`config.mk`:
```
export PLATFORM = sky130hd
export DESIGN_NAME = serial_addsub
export DESIGN_NICKNAME = d
export VERILOG_FILES = /design/src/rtl/serial_addsub.sv
export SDC_FILE = /design/constraint.sdc
export NUM_CORES = 1
export LEC_CHECK = 0
export BUFFER_PORTS_ARGS = -buffer_cell sky130_fd_sc_hd__buf_4
export CAP_MARGIN = 15
export CORE_ASPECT_RATIO = 1.25
export CORE_UTILIZATION = 48
export DETAILED_ROUTE_END_ITERATION = 8
export PLACE_DENSITY_LB_ADDON = 0.08
export SLEW_MARGIN = 20
export SYNTH_ARGS = -nofsm -noshare
export SYNTH_HDL_FRONTEND = slang
export SYNTH_SLANG_ARGS = --single-unit
```
`constraint.sdc`:
```
create_clock -name clk -period 1.4 [get_ports clk]
set_input_delay 0.28 -clock clk [delete_from_list [all_inputs] [get_ports clk]]
set_output_delay 0.28 -clock clk [all_outputs]
set_load 0.02 [all_outputs]
```
`src/rtl/serial_addsub.sv`:
```
// serial_addsub: multi-cycle adder/subtractor that processes WIDTH-bit
// operands DIGIT bits per clock, least-significant digit first, through a
// single DIGIT-bit ripple slice with a registered carry between digits.
//
// Handshake: a start pulse is accepted on any rising edge where the block is
// IDLE or DONE; busy is high while digits are processed; done is a one-cycle
// pulse when sum/cout/ovf are updated. start is ignored while busy.
// FSM state is fully observable on the outputs: IDLE = !busy && !done,
// RUN = busy, DONE = done.
//
// WIDTH must be >= 2 and DIGIT must divide WIDTH exactly.
module serial_addsub #(
    parameter int WIDTH = 8,
    parameter int DIGIT = 1
) (
    input  logic             clk,
    input  logic             rst,
    input  logic             start,
    input  logic             sub,
    input  logic [WIDTH-1:0] a,
    input  logic [WIDTH-1:0] b,
    input  logic             cin,
    output logic             busy,
    output logic             done,
    output logic [WIDTH-1:0] sum,
    output logic             cout,
    output logic             ovf
);

    localparam int STEPS = WIDTH / DIGIT;
    localparam int CW    = (STEPS > 1) ? $clog2(STEPS) : 1;

    typedef enum logic [1:0] {
        IDLE = 2'd0,
        RUN  = 2'd1,
        DONE = 2'd2
    } state_t;

    state_t state;
    state_t state_next;

    // Latched operands (B already inverted for subtract), shifted right one
    // digit per step so the active digit always sits at the bottom.
    logic [WIDTH-1:0] op_a;
    logic [WIDTH-1:0] op_b;
    // Result digits enter at the top and move down; after STEPS shifts the
    // first digit has reached bit 0.
    logic [WIDTH-1:0] work;
    logic [WIDTH-1:0] work_next;
    logic             carry;
    logic [CW-1:0]    cnt;

    logic [DIGIT-1:0] a_dig;
    logic [DIGIT-1:0] b_dig;
    logic [DIGIT-1:0] s_dig;
    logic             c_dig;
    logic             msb_cin;
    logic             accept;
    logic             last;

    assign accept = start && ((state == IDLE) || (state == DONE));
    assign last   = (cnt == CW'(STEPS - 1));
    assign busy   = (state == RUN);
    assign done   = (state == DONE);

    // One DIGIT-bit ripple slice plus the shifted working register value.
    always_comb begin
        a_dig          = op_a[DIGIT-1:0];
        b_dig          = op_b[DIGIT-1:0];
        {c_dig, s_dig} = {1'b0, a_dig} + {1'b0, b_dig} + {{DIGIT{1'b0}}, carry};
        // Carry into the slice's top bit, recovered from its sum bit; on the
        // last step this is the carry into the operand MSB.
        msb_cin        = a_dig[DIGIT-1] ^ b_dig[DIGIT-1] ^ s_dig[DIGIT-1];
        work_next      = (work >> DIGIT) | (WIDTH'(s_dig) << (WIDTH - DIGIT));
    end

    // State register.
    always_ff @(posedge clk) begin
        if (rst) begin
            state <= IDLE;
        end else begin
            state <= state_next;
        end
    end

    // Next-state logic: RUN for exactly STEPS edges, DONE for one cycle.
    always_comb begin
        state_next = state;
        case (state)
            IDLE:    if (start) state_next = RUN;
            RUN:     if (last) state_next = DONE;
            DONE:    state_next = start ? RUN : IDLE;
            default: state_next = IDLE;
        endcase
    end

    // Operand latch, digit processing and result capture.
    always_ff @(posedge clk) begin
        if (rst) begin
            op_a  <= '0;
            op_b  <= '0;
            work  <= '0;
            carry <= 1'b0;
            cnt   <= '0;
            sum   <= '0;
            cout  <= 1'b0;
            ovf   <= 1'b0;
        end else if (accept) begin
            op_a  <= a;
            op_b  <= b ^ {WIDTH{sub}};
            // Subtract is A + ~B + 1, so the carry-in is forced high.
            carry <= sub | cin;
            cnt   <= '0;
            work  <= '0;
        end else if (state == RUN) begin
            op_a  <= op_a >> DIGIT;
            op_b  <= op_b >> DIGIT;
            work  <= work_next;
            carry <= c_dig;
            cnt   <= cnt + CW'(1);
            if (last) begin
                sum  <= work_next;
                cout <= c_dig;
                ovf  <= msb_cin ^ c_dig;
            end
        end
    end

endmodule

```
; ---- Yosys cells after proc, flatten, opt, wreduce, memory -nomap -nowiden
; Index checks and enable logic that the tools add are counted.
[totals]
ff_bits = 40
out_inout_bits = 12
wordCells = 41
in_bits = 21
[classes]
n_reduce_logical = 7
n_mux = 10
bitwise = 7
n_eq_ne = 5
add_sub_neg = 3
[ops]
columns = cell, n
row1 = $mux W8, 4
row2 = $or A7 B8 Y8, 1
row3 = $xor A8 B8 Y8, 1
row4 = $pmux W2 S3, 1
row5 = $mux W2, 2
row6 = $add A3 B1 Y3 const B, 1
row7 = $eq A3 B3 Y1 const B, 1
row8 = $mux W1, 3
row9 = $reduce_and A3 Y1, 1
row10 = $xor A1 B1 Y1, 3
row11 = $add A1 B1 Y2, 1
row12 = $add A2 B1 Y2, 1
row13 = $eq A2 B1 Y1 const B, 1
row14 = $eq A2 B2 Y1 const B, 1
row15 = $logic_not A2 Y1, 1
row16 = $ne A2 B1 Y1 const B, 1
row17 = $ne A2 B2 Y1 const B, 1
row18 = $reduce_and A2 Y1, 1
row19 = $reduce_bool A2 Y1, 1
row20 = $reduce_or A2 Y1, 1
row21 = $logic_and A1 B1 Y1, 1
row22 = $logic_or A1 B1 Y1, 1
row23 = $not A1 Y1, 1
row24 = $or A1 B1 Y1, 1

; ---- Longest topological paths before layout
; Gate-level depths: netlist of run 1.
[depth]
depth_word = 5
depth_mapped = 6
depth_no_buf = 5

; ---- Worst setup path after synthesis of run 1
; OpenSTA, ideal clock, no wires.
[synth_timing]
path_type = register to register
from = register op_a[0]
to = register ovf
path_buffers = 0
setup_slack_ns = -0.011
setup_ns = 0.086
t_required_ns = 1.314
t_arrival_ns = 1.326
synth_period_minus_slack_ns = 1.411
stages_incl_launch_ff = 5
path_cell_list = dfxtp_1 fa_1 xnor2_1 xnor2_1 a211oi_1
[synth_via]
elab_chain_cells = 4
elab_cells_between_ends = 5
cone_classes = add/sub (2) / bitwise (3)
[synth_rtl]
columns = item, line
row1 = "start, declared", 44  ; logic [WIDTH-1:0] op_a;
row2 = "start signal, assigned", 116  ; op_a <= op_a >> DIGIT;
row3 = $add A1 B1 Y2, 70  ; {c_dig, s_dig} = {1'b0, a_dig} + {1'b0, b_dig} + {{DIGIT{1'b0}}, carry};
row4 = $add A2 B1 Y2, 70
row5 = net s_dig, 55  ; logic [DIGIT-1:0] s_dig;
row6 = $xor A1 B1 Y1, 73  ; msb_cin = a_dig[DIGIT-1] ^ b_dig[DIGIT-1] ^ s_dig[DIGIT-1];
row7 = $xor A1 B1 Y1, 124  ; ovf <= msb_cin ^ c_dig;
row8 = "end signal, assigned", 124
row9 = "end, declared", 27  ; output logic ovf
; The timed path passes the listed nets, and every way through them passes these cells.
; A chain may end at the register's enable or synchronous reset.

; ---- Worst setup path after layout of run 1
; Ends and elaborated chain as after synthesis.

==> run_summary.xml, run 1 <==
<?xml version="1.0" encoding="UTF-8"?>
<metrics>
  <group name="run_status">
    <metric name="status" unit="">finished clean</metric>
  </group>
  <group name="route">
    <metric name="drt_drc_violations_left" unit="">0</metric>
    <metric name="route.final.wire_length" unit="um">3470</metric>
    <metric name="first_iter_violations" unit="">22</metric>
    <metric name="avgRoutedWirePerCell" unit="um">13.1</metric>
    <metric name="viasPerCell" unit="">5.28</metric>
    <metric name="detailed_routing_iteration_count_for_the_pre_antenna_repair_pass" unit="">4</metric>
    <metric name="final_antenna_net_count" unit="">0</metric>
    <metric name="routed-via-count" unit="">1400</metric>
  </group>
  <group name="logic_synthesis">
    <metric name="fraction_of_the_yosys_area_taken_by_sequential_cells" unit="%">48.1</metric>
    <metric name="synth.most_common_cell" unit="">sky130_fd_sc_hd__dfxtp_1</metric>
    <metric name="syn-instance-count" unit="">188</metric>
    <metric name="yosys-top-cells-area" unit="">sky130_fd_sc_hd__dfxtp_1, sky130_fd_sc_hd__nand2_1, sky130_fd_sc_hd__nor3_1</metric>
    <metric name="netlist.area_leader.share" unit="%">48.1</metric>
    <metric name="synth_async_sr_flop_share" unit="%">0</metric>
    <metric name="post_synthesis_compound_gate_area_fraction" unit="%">13.6</metric>
    <metric name="ys_types" unit="">26</metric>
    <metric name="synthSimpleGateAreaFrac" unit="%">21.6</metric>
    <metric name="post_synth_xor_area_fraction" unit="%">6.48</metric>
    <metric name="synth_top_family_by_area" unit="">simple AND/OR/NAND/NOR gates</metric>
    <metric name="netlist_top_cells_count" unit="">sky130_fd_sc_hd__dfxtp_1, sky130_fd_sc_hd__nand2_1, sky130_fd_sc_hd__nor3_1</metric>
    <metric name="syn-mean-instance-area" unit="sq um">8.63</metric>
    <metric name="synth_nets" unit="">212</metric>
    <metric name="postSynth.topFlopCell" unit="">sky130_fd_sc_hd__dfxtp_1</metric>
    <metric name="synth.cell_area" unit="sq um">1620</metric>
    <metric name="synthDominantAreaCellType" unit="">sky130_fd_sc_hd__dfxtp_1</metric>
    <metric name="multiplexer_share_of_the_synthesized_area" unit="%">0.617</metric>
    <metric name="synth_edf_count" unit="">0</metric>
    <metric name="ys.warnings.count" unit="">0</metric>
    <metric name="synth_fa_ha_area_share" unit="%">2.78</metric>
    <metric name="synth.ff_latch_count" unit="">39</metric>
  </group>
  <group name="placed_design">
    <metric name="post-dp-hpwl" unit="um">2250</metric>
    <metric name="port_buffers" unit="">32</metric>
    <metric name="dp_slack" unit="ns">-0.0312</metric>
    <metric name="gpl.final_weighted_congestion" unit="">0.726</metric>
  </group>
  <group name="final_layout">
    <metric name="final_core_utilization" unit="%">63.8</metric>
    <metric name="fin_nets" unit="">251</metric>
    <metric name="synthToLayoutAreaGrowth" unit="%">26.7</metric>
    <metric name="final_layout_size_suffix_gt1_share" unit="%">26.3</metric>
    <metric name="num_antenna_cells" unit="">0</metric>
  </group>
  <group name="worst_setup_path">
    <metric name="regToRegSetupSlack" unit="ns">0.02</metric>
    <metric name="start_kind" unit="">register</metric>
    <metric name="reg2reg_depth" unit="">4</metric>
    <metric name="worstSetupPathType" unit="">reg2reg</metric>
    <metric name="critical_path_required_time" unit="ns">1.61</metric>
    <metric name="rr_startpoint" unit="">op_a[0]$_SDFFE_PP0P_</metric>
    <metric name="critical_path.endpoint_type" unit="">register</metric>
    <metric name="critical_path_maximum_fanout" unit="">2</metric>
    <metric name="critPathCapture" unit="">ovf$_SDFFE_PP0P_</metric>
    <metric name="crit_start" unit="">op_a[0]$_SDFFE_PP0P_</metric>
    <metric name="worst_ep_arrival_time" unit="ns">1.60</metric>
    <metric name="regToRegEndpoint" unit="">ovf$_SDFFE_PP0P_</metric>
  </group>
  <group name="sta">
    <metric name="layout_setup_ws" unit="ns">0.0165</metric>
    <metric name="setup-violations-final" unit="">0</metric>
    <metric name="clock-skew-final" unit="ns">0.00784</metric>
    <metric name="slew-limit-headroom" unit="%">75.7</metric>
    <metric name="max_slew.worst_pin.slew" unit="ns">0.364</metric>
    <metric name="period_share" unit="%">98.8</metric>
    <metric name="hold_viol_final" unit="">0</metric>
    <metric name="period_needed" unit="ns">1.38</metric>
    <metric name="grt_setup_unrepaired" unit="">yes</metric>
    <metric name="fmax" unit="MHz">723</metric>
    <metric name="setup-tns-final" unit="ns">0</metric>
    <metric name="slew_violations" unit="">0</metric>
  </group>
  <group name="global_route">
    <metric name="grt_overflow_total" unit="">0</metric>
    <metric name="grtUsageTotal" unit="%">21.5</metric>
    <metric name="first_global_vias" unit="">1294</metric>
    <metric name="antenna_violations_before_repair" unit="">0</metric>
    <metric name="wire_length_of_the_first_global_routing_pass" unit="um">5460</metric>
    <metric name="grt_max_degree" unit="">22</metric>
  </group>
  <group name="clock_network">
    <metric name="cts.root.buffer_cell" unit="">sky130_fd_sc_hd__clkbuf_8</metric>
    <metric name="clock_transition_time_at_the_flip_flop_clock_pins_of_the_worst_setup_and_hold_paths" unit="ns">0.08</metric>
    <metric name="tritoncts.num_buffers" unit="">5</metric>
    <metric name="clock_tree.buffer_depth" unit="">2</metric>
    <metric name="number_of_buffers_added_to_fix_hold_violations_after_cts" unit="">0</metric>
    <metric name="numClockSinks" unit="">39</metric>
    <metric name="clock_tree.htree_level_count" unit="">2</metric>
    <metric name="clock_insertion_delay_worst_skew" unit="ns">0.29</metric>
    <metric name="cts_tree" unit="">done</metric>
  </group>
  <group name="power_and_ir_drop">
    <metric name="p_per_area" unit="nW/um^2">1170</metric>
    <metric name="peakVddDrop" unit="uV">954</metric>
    <metric name="static_power_due_to_leakage" unit="nW">0.815</metric>
  </group>
  <group name="die">
    <metric name="die_w" unit="um">54.0</metric>
    <metric name="number_of_top_level_design_ports" unit="">33</metric>
    <metric name="floorplan.core_area" unit="sq um">3220</metric>
    <metric name="initial_core_util" unit="%">50.3</metric>
    <metric name="core.rowCount" unit="">23</metric>
    <metric name="die-height" unit="um">67.0</metric>
    <metric name="dieArea" unit="sq um">3620</metric>
  </group>
  <group name="hold_path">
    <metric name="hold_path_class" unit="">in2reg</metric>
  </group>
  <group name="run">
    <metric name="maxCapViolations" unit="">0</metric>
  </group>
</metrics>
-- final cells by class --
| class | instances | area, sq um |
|---|---|---|
| clock buffer | 8 | 100 |
| fill | 289 | 1170 |
| inverter | 1 | 20.0 |
| multi-input combinational | 134 | 752 |
| sequential | 39 | 787 |
| tap | 37 | 46.3 |
| timing repair buffer | 45 | 342 |
| timing repair inverter | 1 | 8.76 |
-- state kept, by name, indices dropped and copies added (netlist names), 2 cells and up --
signal	flops
sum	8
state	2
op_a	8
op_b	8
work	7
cnt	3
-- routing by layer --
layer | part of all wire [%] | vias to the layer above | GRT usage, %
li1 | - | 726 | -
met1 | 42 | 632 | 23.2
met2 | 52 | 35 | 37.0
met3 | 4.3 | 7 | 6.85
met4 | 1.8 | 0 | 9.62
met5 | 0 | - | 0
-- through the flow --
step | instance area (sq um) | power (mW) | cells | hold slack (ns)
2_1_floorplan | 1620 | 1.47 | 188 | 0.432
3_3_place_gp | 1890 | 1.56 | 252 | 0.444
3_5_place_dp | 1890 | 1.58 | 252 | 0.448
4_1_cts | 2040 | 2.42 | 263 | 0.263
5_1_grt | 2060 | 2.50 | 265 | 0.276
6_report | 2060 | 2.40 | 265 | 0.269
-- worst max-delay path, stage by stage, from the launching register on --
cell and delay (ns):
sky130_fd_sc_hd__dfxtp_2 0.34, sky130_fd_sc_hd__fa_1 0.57, sky130_fd_sc_hd__xnor2_1 0.14, sky130_fd_sc_hd__xnor2_1 0.08, sky130_fd_sc_hd__a211oi_1 0.18
-- cell usage in the layout, fill, tap and decap left out, types with 2 or more instances in the layout --
master,Yosys,final
sky130_fd_sc_hd__a21oi_1,21,21
sky130_fd_sc_hd__a22oi_1,2,2
sky130_fd_sc_hd__buf_4,3,44
sky130_fd_sc_hd__clkbuf_8,0,7
sky130_fd_sc_hd__dfxtp_1,39,36
sky130_fd_sc_hd__dfxtp_2,0,2
sky130_fd_sc_hd__nand2_1,38,38
sky130_fd_sc_hd__nand2b_1,3,2
sky130_fd_sc_hd__nand3_1,4,4
sky130_fd_sc_hd__nor2_1,4,4
sky130_fd_sc_hd__nor2b_1,2,2
sky130_fd_sc_hd__nor3_1,25,25
sky130_fd_sc_hd__o22ai_1,12,12
sky130_fd_sc_hd__xnor2_1,4,4
sky130_fd_sc_hd__xor2_1,8,8
-- cell families after synthesis --
family,Yosys count
buffers and inverters,16
AOI/OAI and AO/OA,39
DFF,39
adders and majority gates,3
muxes,1
and+or+nand+nor,78
xor gates and xnor gates,12
-- how the worst min path moves through the flow --
stage	slack [ns]	depth (start not counted)	endpoint	startpoint
6_report	0.27	3	op_a[7]$_SDFFE_PP0P_	a[7]
5_1_grt	0.28	3	op_a[7]$_SDFFE_PP0P_	a[7]
4_1_cts	0.26	3	op_a[0]$_SDFFE_PP0P_	a[0]
3_5_place_dp	0.45	2	sum[7]$_SDFFE_PP0P_	sum[7]$_SDFFE_PP0P_
3_3_place_gp	0.44	2	sum[2]$_SDFFE_PP0P_	sum[2]$_SDFFE_PP0P_
2_1_floorplan	0.43	2	sum[0]$_SDFFE_PP0P_	work[1]$_SDFFE_PP0N_
-- power breakdown --
| group | switching, mW | internal, mW | total [mW] |
|---|---|---|---|
| Sequential | 0.0353 | 1.16 | 1.20 |
| Clock | 0.381 | 0.450 | 0.831 |
| Combinational | 0.187 | 0.185 | 0.371 |
-- repair_timing --
item | 4_1_cts | 5_1_grt
cloned | 1 | 1
gates resized for setup | 8 | 3
buffers inserted | 2 | 1
endpoints found under the setup margin | 4 | 9
pin swaps | 5 | 2
(Power assumes the default switching activity.)
==> run 2, diff against run 1 <==
CORE_MARGIN = 10   (was default)
SLEW_MARGIN = 30   (was 20)
==> run 2 against run 1 <==
Against the previous run:
- the flow now finishes with violations (setup timing)
- final cell count decreased by 0.38%
- hold slack improved by 0.0013 ns
- global-route usage decreased by 9.0 points
- clock-buffer cell count unchanged
- design area increased by 0.49%
- fmax decreased by 1.6%
- critical path depth unchanged
- clock skew decreased by 0.0044 ns
- utilization increased by 0.31 points
- first-iteration DRC count increased to 3.2 times the previous value
- via count about the same
- sequential power about the same
- largest cell class unchanged
==> run_summary.xml, run 2 (synthesized netlist as in run 1, its figures left out) <==
<?xml version="1.0" encoding="UTF-8"?>
<metrics>
  <group name="run_status">
    <metric name="status" unit="">complete, but fails checks</metric>
    <metric name="violations_in_the_final_reports" unit="">setup timing</metric>
  </group>
  <group name="final_layout">
    <metric name="fin_nets" unit="">250</metric>
    <metric name="finalNonFillerCells" unit="">264</metric>
    <metric name="layout.cells.most_common" unit="">sky130_fd_sc_hd__buf_4</metric>
    <metric name="reg.largest.list" unit="">op_a: 8 flops, op_b: 8 flops, sum: 8 flops</metric>
    <metric name="finalInstanceArea" unit="sq um">2070</metric>
    <metric name="most-common-layout-cells" unit="">sky130_fd_sc_hd__buf_4, sky130_fd_sc_hd__nand2_1, sky130_fd_sc_hd__dfxtp_1</metric>
    <metric name="synthToLayoutAreaGrowth" unit="%">27.3</metric>
    <metric name="final_layout_size_suffix_gt1_share" unit="%">26.9</metric>
    <metric name="num_antenna_cells" unit="">0</metric>
  </group>
  <group name="worst_setup_path">
    <metric name="cpPeakStageDelay" unit="ns">0.53</metric>
    <metric name="start_kind" unit="">register</metric>
    <metric name="critical_path_required_time" unit="ns">1.61</metric>
    <metric name="critical_path.cell_chain" unit="">fa_1 -&gt; xnor2_2 -&gt; xnor2_1 -&gt; a211oi_1</metric>
    <metric name="path_buf_inv" unit="">0</metric>
    <metric name="regToRegSetupSlack" unit="ns">-0.005</metric>
    <metric name="critical_path_maximum_fanout" unit="">2</metric>
    <metric name="critical_path.endpoint_type" unit="">register</metric>
    <metric name="worst_ep_arrival_time" unit="ns">1.61</metric>
    <metric name="worstSetupPathType" unit="">reg2reg</metric>
    <metric name="critical-path-top-delay-family" unit="">adder cells</metric>
    <metric name="slowest_stage_cell_on_the_critical_path" unit="">sky130_fd_sc_hd__fa_1</metric>
  </group>
  <group name="global_route">
    <metric name="first_global_vias" unit="">1475</metric>
    <metric name="wire_length_of_the_first_global_routing_pass" unit="um">6460</metric>
    <metric name="grt_max_degree" unit="">21</metric>
    <metric name="grtUsageTotal" unit="%">12.5</metric>
    <metric name="antenna_violations_before_repair" unit="">0</metric>
    <metric name="grt_overflow_total" unit="">0</metric>
  </group>
  <group name="power_and_ir_drop">
    <metric name="clock_power_share" unit="%">33.9</metric>
    <metric name="peakVddDrop" unit="uV">866</metric>
    <metric name="static_power_due_to_leakage" unit="nW">0.821</metric>
    <metric name="seq_power_share" unit="%">49.8</metric>
    <metric name="p_per_area" unit="nW/um^2">1170</metric>
    <metric name="internal_power" unit="mW">1.81</metric>
    <metric name="comb_power_share" unit="%">16.3</metric>
    <metric name="total_switching_power" unit="uW">596</metric>
    <metric name="power_switching_share" unit="%">24.7</metric>
  </group>
  <group name="run">
    <metric name="maxCapViolations" unit="">0</metric>
  </group>
  <group name="placed_design">
    <metric name="port_buffers" unit="">32</metric>
    <metric name="dp_cells" unit="">253</metric>
    <metric name="post-dp-hpwl" unit="um">2600</metric>
    <metric name="post_dp_cell_area" unit="sq um">1910</metric>
    <metric name="gpl.final_weighted_congestion" unit="">0.722</metric>
  </group>
  <group name="sta">
    <metric name="clock-skew-final" unit="ns">0.00341</metric>
    <metric name="hold_viol_final" unit="">0</metric>
    <metric name="period_needed" unit="ns">1.41</metric>
    <metric name="period_share" unit="%">100</metric>
    <metric name="slew_violations" unit="">0</metric>
    <metric name="finalHoldWorstSlack" unit="ns">0.271</metric>
    <metric name="grt_setup_unrepaired" unit="">yes</metric>
    <metric name="layout_setup_ws" unit="ns">-0.00539</metric>
    <metric name="fmax" unit="MHz">712</metric>
    <metric name="slew-limit-headroom" unit="%">75.8</metric>
    <metric name="max_slew.worst_pin.slew" unit="ns">0.363</metric>
    <metric name="setup-violations-final" unit="">1</metric>
  </group>
  <group name="die">
    <metric name="initial_core_util" unit="%">50.3</metric>
    <metric name="die-height" unit="um">85.0</metric>
    <metric name="die_w" unit="um">72.0</metric>
    <metric name="dieArea" unit="sq um">6120</metric>
    <metric name="core.rowCount" unit="">23</metric>
    <metric name="floorplan.core_area" unit="sq um">3220</metric>
    <metric name="number_of_top_level_design_ports" unit="">33</metric>
  </group>
  <group name="route">
    <metric name="detailed_routing_iteration_count_for_the_pre_antenna_repair_pass" unit="">4</metric>
    <metric name="final_antenna_net_count" unit="">0</metric>
    <metric name="routed-via-count" unit="">1399</metric>
    <metric name="route.final.wire_length" unit="um">3610</metric>
    <metric name="first_iter_violations" unit="">70</metric>
    <metric name="drt_drc_violations_left" unit="">0</metric>
    <metric name="viasPerCell" unit="">5.30</metric>
    <metric name="avgRoutedWirePerCell" unit="um">13.7</metric>
  </group>
  <group name="clock_network">
    <metric name="cts.root.buffer_cell" unit="">sky130_fd_sc_hd__clkbuf_8</metric>
    <metric name="numClockSinks" unit="">39</metric>
    <metric name="clock_tree.htree_level_count" unit="">2</metric>
    <metric name="clock_transition_time_at_the_flip_flop_clock_pins_of_the_worst_setup_and_hold_paths" unit="ns">0.07</metric>
    <metric name="clock_insertion_delay_worst_skew" unit="ns">0.29</metric>
    <metric name="clock_tree.buffer_depth" unit="">2</metric>
    <metric name="number_of_buffers_added_to_fix_hold_violations_after_cts" unit="">0</metric>
    <metric name="cts_tree" unit="">done</metric>
    <metric name="tritoncts.num_buffers" unit="">5</metric>
  </group>
  <group name="hold_path">
    <metric name="hold_path_class" unit="">in2reg</metric>
  </group>
</metrics>
run 2: changes by cell type in the layout (fill, tap and decap cells not counted), sizes merged:
cell   previous run  this run
and3b             2         1
run 2: per-stage QoR:
step	setup slack, ns	total power [mW]	setup TNS [ns]	util (%)
4_1_cts	0.00534	2.43	0	63.8
5_1_grt	-0.0524	2.54	-0.0524	64.1
2_1_floorplan	0.00980	1.47	0	-
6_report	-0.00539	2.41	-0.00539	64.1
3_5_place_dp	-0.0261	1.59	-0.0261	59.1
3_3_place_gp	0.00561	1.57	0	59.1
run 2: cell type report:
type	count	area, sq um
inverters	1	20.0
well taps	37	46.3
multi-input cells	133	748
clock buffers	8	100
flip-flops and latches	39	788
repair inverters	1	8.76
fillers	286	1160
repair buffers	45	354
run 2: power by group through the flow:
| stage | Clock (mW) | Combinational, mW | Sequential (mW) |
|---|---|---|---|
| global placement | 0 | 0.356 | 1.22 |
| global route | 0.898 | 0.437 | 1.21 |
| detailed placement | 0 | 0.365 | 1.22 |
| CTS | 0.837 | 0.394 | 1.20 |
| finish | 0.817 | 0.393 | 1.20 |
| floorplan | 0 | 0.255 | 1.22 |
run 2: worst min-delay path, delay by kind of cell:
family | cells | cell delay [ns]
compound gates | 2 | 0.17
buf+inv | 1 | 0.08
run 2: layer usage:
metal | global-route usage [%] | share of wire, % | wire, um
met5 | 0 | 0 | 0
met3 | 4.55 | 5.8 | 208
met4 | 4.59 | 1.4 | 51
met1 | 13.3 | 42 | 1500
met2 | 21.9 | 51 | 1850
run 2: final timing paths:
check	start	end	cells after the start
setup / recovery	op_b[0]$_SDFFE_PP0P_	ovf$_SDFFE_PP0P_	4
hold / removal	a[0]	op_a[0]$_SDFFE_PP0P_	3
setup reg to reg	op_b[0]$_SDFFE_PP0P_	ovf$_SDFFE_PP0P_	4
hold reg to reg	sum[6]$_SDFFE_PP0P_	sum[6]$_SDFFE_PP0P_	2
run 2: what timing repair did:
action                                  in CTS  in global routing
endpoints found under the setup margin       2                 11
gates resized for setup                      8                  4
cloned                                       1                  0
pin swaps                                    4                  3
hold endpoints to repair                     0                  0
buffers inserted                             1                  1
==> run 3, diff against run 2 <==
SETUP_SLACK_MARGIN = 0.3   (was default)
SLEW_MARGIN = default   (was 30)
==> run 3 against run 2 <==
Against the previous run:
- clock-buffer cell count is the same
- largest power group unchanged
- largest cell class is now multi-input gates
- critical endpoint unchanged
- sequential power is essentially flat
- critical path depth stayed put
- the run still ends with setup timing left
==> run_summary.xml, run 3 (synthesized netlist as in run 1, its figures left out) <==
<?xml version="1.0" encoding="UTF-8"?>
<metrics>
  <group name="sta">
    <metric name="clock-skew-final" unit="ns">0.00376</metric>
    <metric name="finalHoldWorstSlack" unit="ns">0.282</metric>
    <metric name="grt_setup_unrepaired" unit="">yes</metric>
    <metric name="layout_setup_ws" unit="ns">-0.0121</metric>
    <metric name="fmax" unit="MHz">708</metric>
    <metric name="slew-limit-headroom" unit="%">81.8</metric>
    <metric name="period_needed" unit="ns">1.41</metric>
    <metric name="slew_violations" unit="">0</metric>
    <metric name="setup-violations-final" unit="">1</metric>
    <metric name="period_share" unit="%">101</metric>
    <metric name="max_slew.worst_pin.slew" unit="ns">0.273</metric>
    <metric name="hold_viol_final" unit="">0</metric>
  </group>
  <group name="worst_setup_path">
    <metric name="start_kind" unit="">register</metric>
    <metric name="critical_path_required_time" unit="ns">1.58</metric>
    <metric name="worst_ep_arrival_time" unit="ns">1.59</metric>
    <metric name="worstSetupPathType" unit="">reg2reg</metric>
    <metric name="critical_path_maximum_fanout" unit="">2</metric>
    <metric name="regToRegSetupSlack" unit="ns">-0.01</metric>
    <metric name="critical_path.endpoint_type" unit="">register</metric>
  </group>
  <group name="die">
    <metric name="dieArea" unit="sq um">6120</metric>
    <metric name="core.rowCount" unit="">23</metric>
    <metric name="initial_core_util" unit="%">50.3</metric>
    <metric name="die_w" unit="um">72.0</metric>
    <metric name="number_of_top_level_design_ports" unit="">33</metric>
    <metric name="die-height" unit="um">85.0</metric>
    <metric name="floorplan.core_area" unit="sq um">3220</metric>
  </group>
  <group name="route">
    <metric name="routed-via-count" unit="">1641</metric>
    <metric name="drt_drc_violations_left" unit="">0</metric>
    <metric name="final_antenna_net_count" unit="">0</metric>
    <metric name="avgRoutedWirePerCell" unit="um">20.8</metric>
    <metric name="first_iter_violations" unit="">100</metric>
    <metric name="route.final.wire_length" unit="um">5710</metric>
    <metric name="viasPerCell" unit="">5.97</metric>
    <metric name="detailed_routing_iteration_count_for_the_pre_antenna_repair_pass" unit="">4</metric>
  </group>
  <group name="final_layout">
    <metric name="final_layout_size_suffix_gt1_share" unit="%">62.2</metric>
    <metric name="reg.largest.list" unit="">op_a: 8 flops, op_b: 8 flops, sum: 8 flops</metric>
    <metric name="num_antenna_cells" unit="">0</metric>
    <metric name="num-fill-cells" unit="">163</metric>
    <metric name="fin_nets" unit="">261</metric>
    <metric name="most-common-layout-cells" unit="">sky130_fd_sc_hd__buf_4, sky130_fd_sc_hd__dfxtp_1, sky130_fd_sc_hd__nand2_1</metric>
    <metric name="layout.cells.most_common" unit="">sky130_fd_sc_hd__buf_4</metric>
    <metric name="synthToLayoutAreaGrowth" unit="%">69.8</metric>
  </group>
  <group name="clock_network">
    <metric name="tritoncts.num_buffers" unit="">5</metric>
    <metric name="cts_tree" unit="">done</metric>
    <metric name="clock_transition_time_at_the_flip_flop_clock_pins_of_the_worst_setup_and_hold_paths" unit="ns">0.08</metric>
    <metric name="numClockSinks" unit="">39</metric>
    <metric name="number_of_buffers_added_to_fix_hold_violations_after_cts" unit="">0</metric>
    <metric name="clock_insertion_delay_worst_skew" unit="ns">0.29</metric>
    <metric name="clock_tree.buffer_depth" unit="">2</metric>
    <metric name="clock_tree.htree_level_count" unit="">2</metric>
    <metric name="cts.root.buffer_cell" unit="">sky130_fd_sc_hd__clkbuf_8</metric>
  </group>
  <group name="run_status">
    <metric name="status" unit="">complete, but fails checks</metric>
    <metric name="violations_in_the_final_reports" unit="">setup timing</metric>
  </group>
  <group name="global_route">
    <metric name="grt_max_degree" unit="">18</metric>
    <metric name="first_global_vias" unit="">1421</metric>
    <metric name="grt_overflow_total" unit="">0</metric>
    <metric name="wire_length_of_the_first_global_routing_pass" unit="um">6390</metric>
    <metric name="grtUsageTotal" unit="%">12.8</metric>
    <metric name="antenna_violations_before_repair" unit="">0</metric>
  </group>
  <group name="power_and_ir_drop">
    <metric name="internal_power" unit="mW">1.95</metric>
    <metric name="peakVddDrop" unit="uV">1060</metric>
    <metric name="total_switching_power" unit="uW">794</metric>
    <metric name="power_switching_share" unit="%">28.9</metric>
    <metric name="p_per_area" unit="nW/um^2">997</metric>
    <metric name="clock_power_share" unit="%">30.7</metric>
    <metric name="seq_power_share" unit="%">44.9</metric>
    <metric name="report.power.total" unit="mW">2.75</metric>
    <metric name="comb_power_share" unit="%">24.5</metric>
    <metric name="static_power_due_to_leakage" unit="nW">1.03</metric>
  </group>
  <group name="run">
    <metric name="maxCapViolations" unit="">0</metric>
  </group>
  <group name="placed_design">
    <metric name="post-dp-hpwl" unit="um">2540</metric>
    <metric name="port_buffers" unit="">32</metric>
    <metric name="gpl.final_weighted_congestion" unit="">0.724</metric>
  </group>
  <group name="hold_path">
    <metric name="hold_path_class" unit="">in2reg</metric>
  </group>
</metrics>
run 3: cell types whose count changed in the layout (fill, tap and decap cells not counted), sizes merged:
cell and delta:
buf +8, and3b +1, clkbuf +2
run 3: critical path, cell delays in order (launching register included):
cell	delay, ns
sky130_fd_sc_hd__dfxtp_2	0.34
sky130_fd_sc_hd__fa_1	0.57
sky130_fd_sc_hd__xnor2_1	0.14
sky130_fd_sc_hd__xnor2_1	0.16
sky130_fd_sc_hd__a211oi_2	0.09
run 3: per-layer routing:
layer / GRT usage, % / up-vias / share of wire [%]
met5: 0 / - / 0
met4: 6.17 / 0 / 4.4
met3: 4.55 / 22 / 6.7
met2: 22.8 / 84 / 52
met1: 12.7 / 788 / 37
li1: - / 747 / -
run 3: final timing paths:
kind	startpoint	cells past startpoint	to
hold reg to reg	sum[4]$_SDFFE_PP0P_	2	sum[4]$_SDFFE_PP0P_
hold / removal	a[2]	3	op_a[2]$_SDFFE_PP0P_
setup reg to reg	carry$_SDFFE_PP0P_	4	ovf$_SDFFE_PP0P_
setup / recovery	carry$_SDFFE_PP0P_	4	ovf$_SDFFE_PP0P_
run 3: through the flow:
stage / area, sq um / std cells / utilization [%] / TNS, ns / worst slack (ns)
2_1_floorplan: 1660 / 188 / - / 0 / 0.0450
3_3_place_gp: 1910 / 249 / 59.1 / 0 / 0.0515
3_5_place_dp: 1910 / 249 / 59.1 / -0.0235 / -0.0235
4_1_cts: 2120 / 261 / 65.7 / -0.0418 / -0.0418
5_1_grt: 2760 / 275 / 85.5 / -0.0761 / -0.0761
6_report: 2760 / 275 / 85.5 / -0.0121 / -0.0121
run 3: cell type report:
cell class                      count  area (sq um)  area share [%]
Clock buffer                        8           100            3.63
Inverter                            1          20.0           0.727
Multi-Input combinational cell    134          1230            44.8
Sequential cell                    39           793            28.8
Tap cell                           37          46.3            1.68
Timing Repair Buffer               55           544            19.8
Timing Repair inverter              1          16.3           0.590
run 3: repair_timing:
action / CTS / global route
setup buffers: 3 / 8
gates resized for setup: 22 / 115
setup endpoints to repair: 40 / 40
pin swaps: 5 / 39
cloned: 1 / 6
run 3: power groups by stage:
stage	Sequential [mW]	Combinational, mW	Clock, mW
finish	1.23	0.672	0.842
global route	1.24	0.713	0.879
CTS	1.20	0.399	0.842
detailed placement	1.23	0.353	0
global placement	1.22	0.340	0
floorplan	1.22	0.258	0
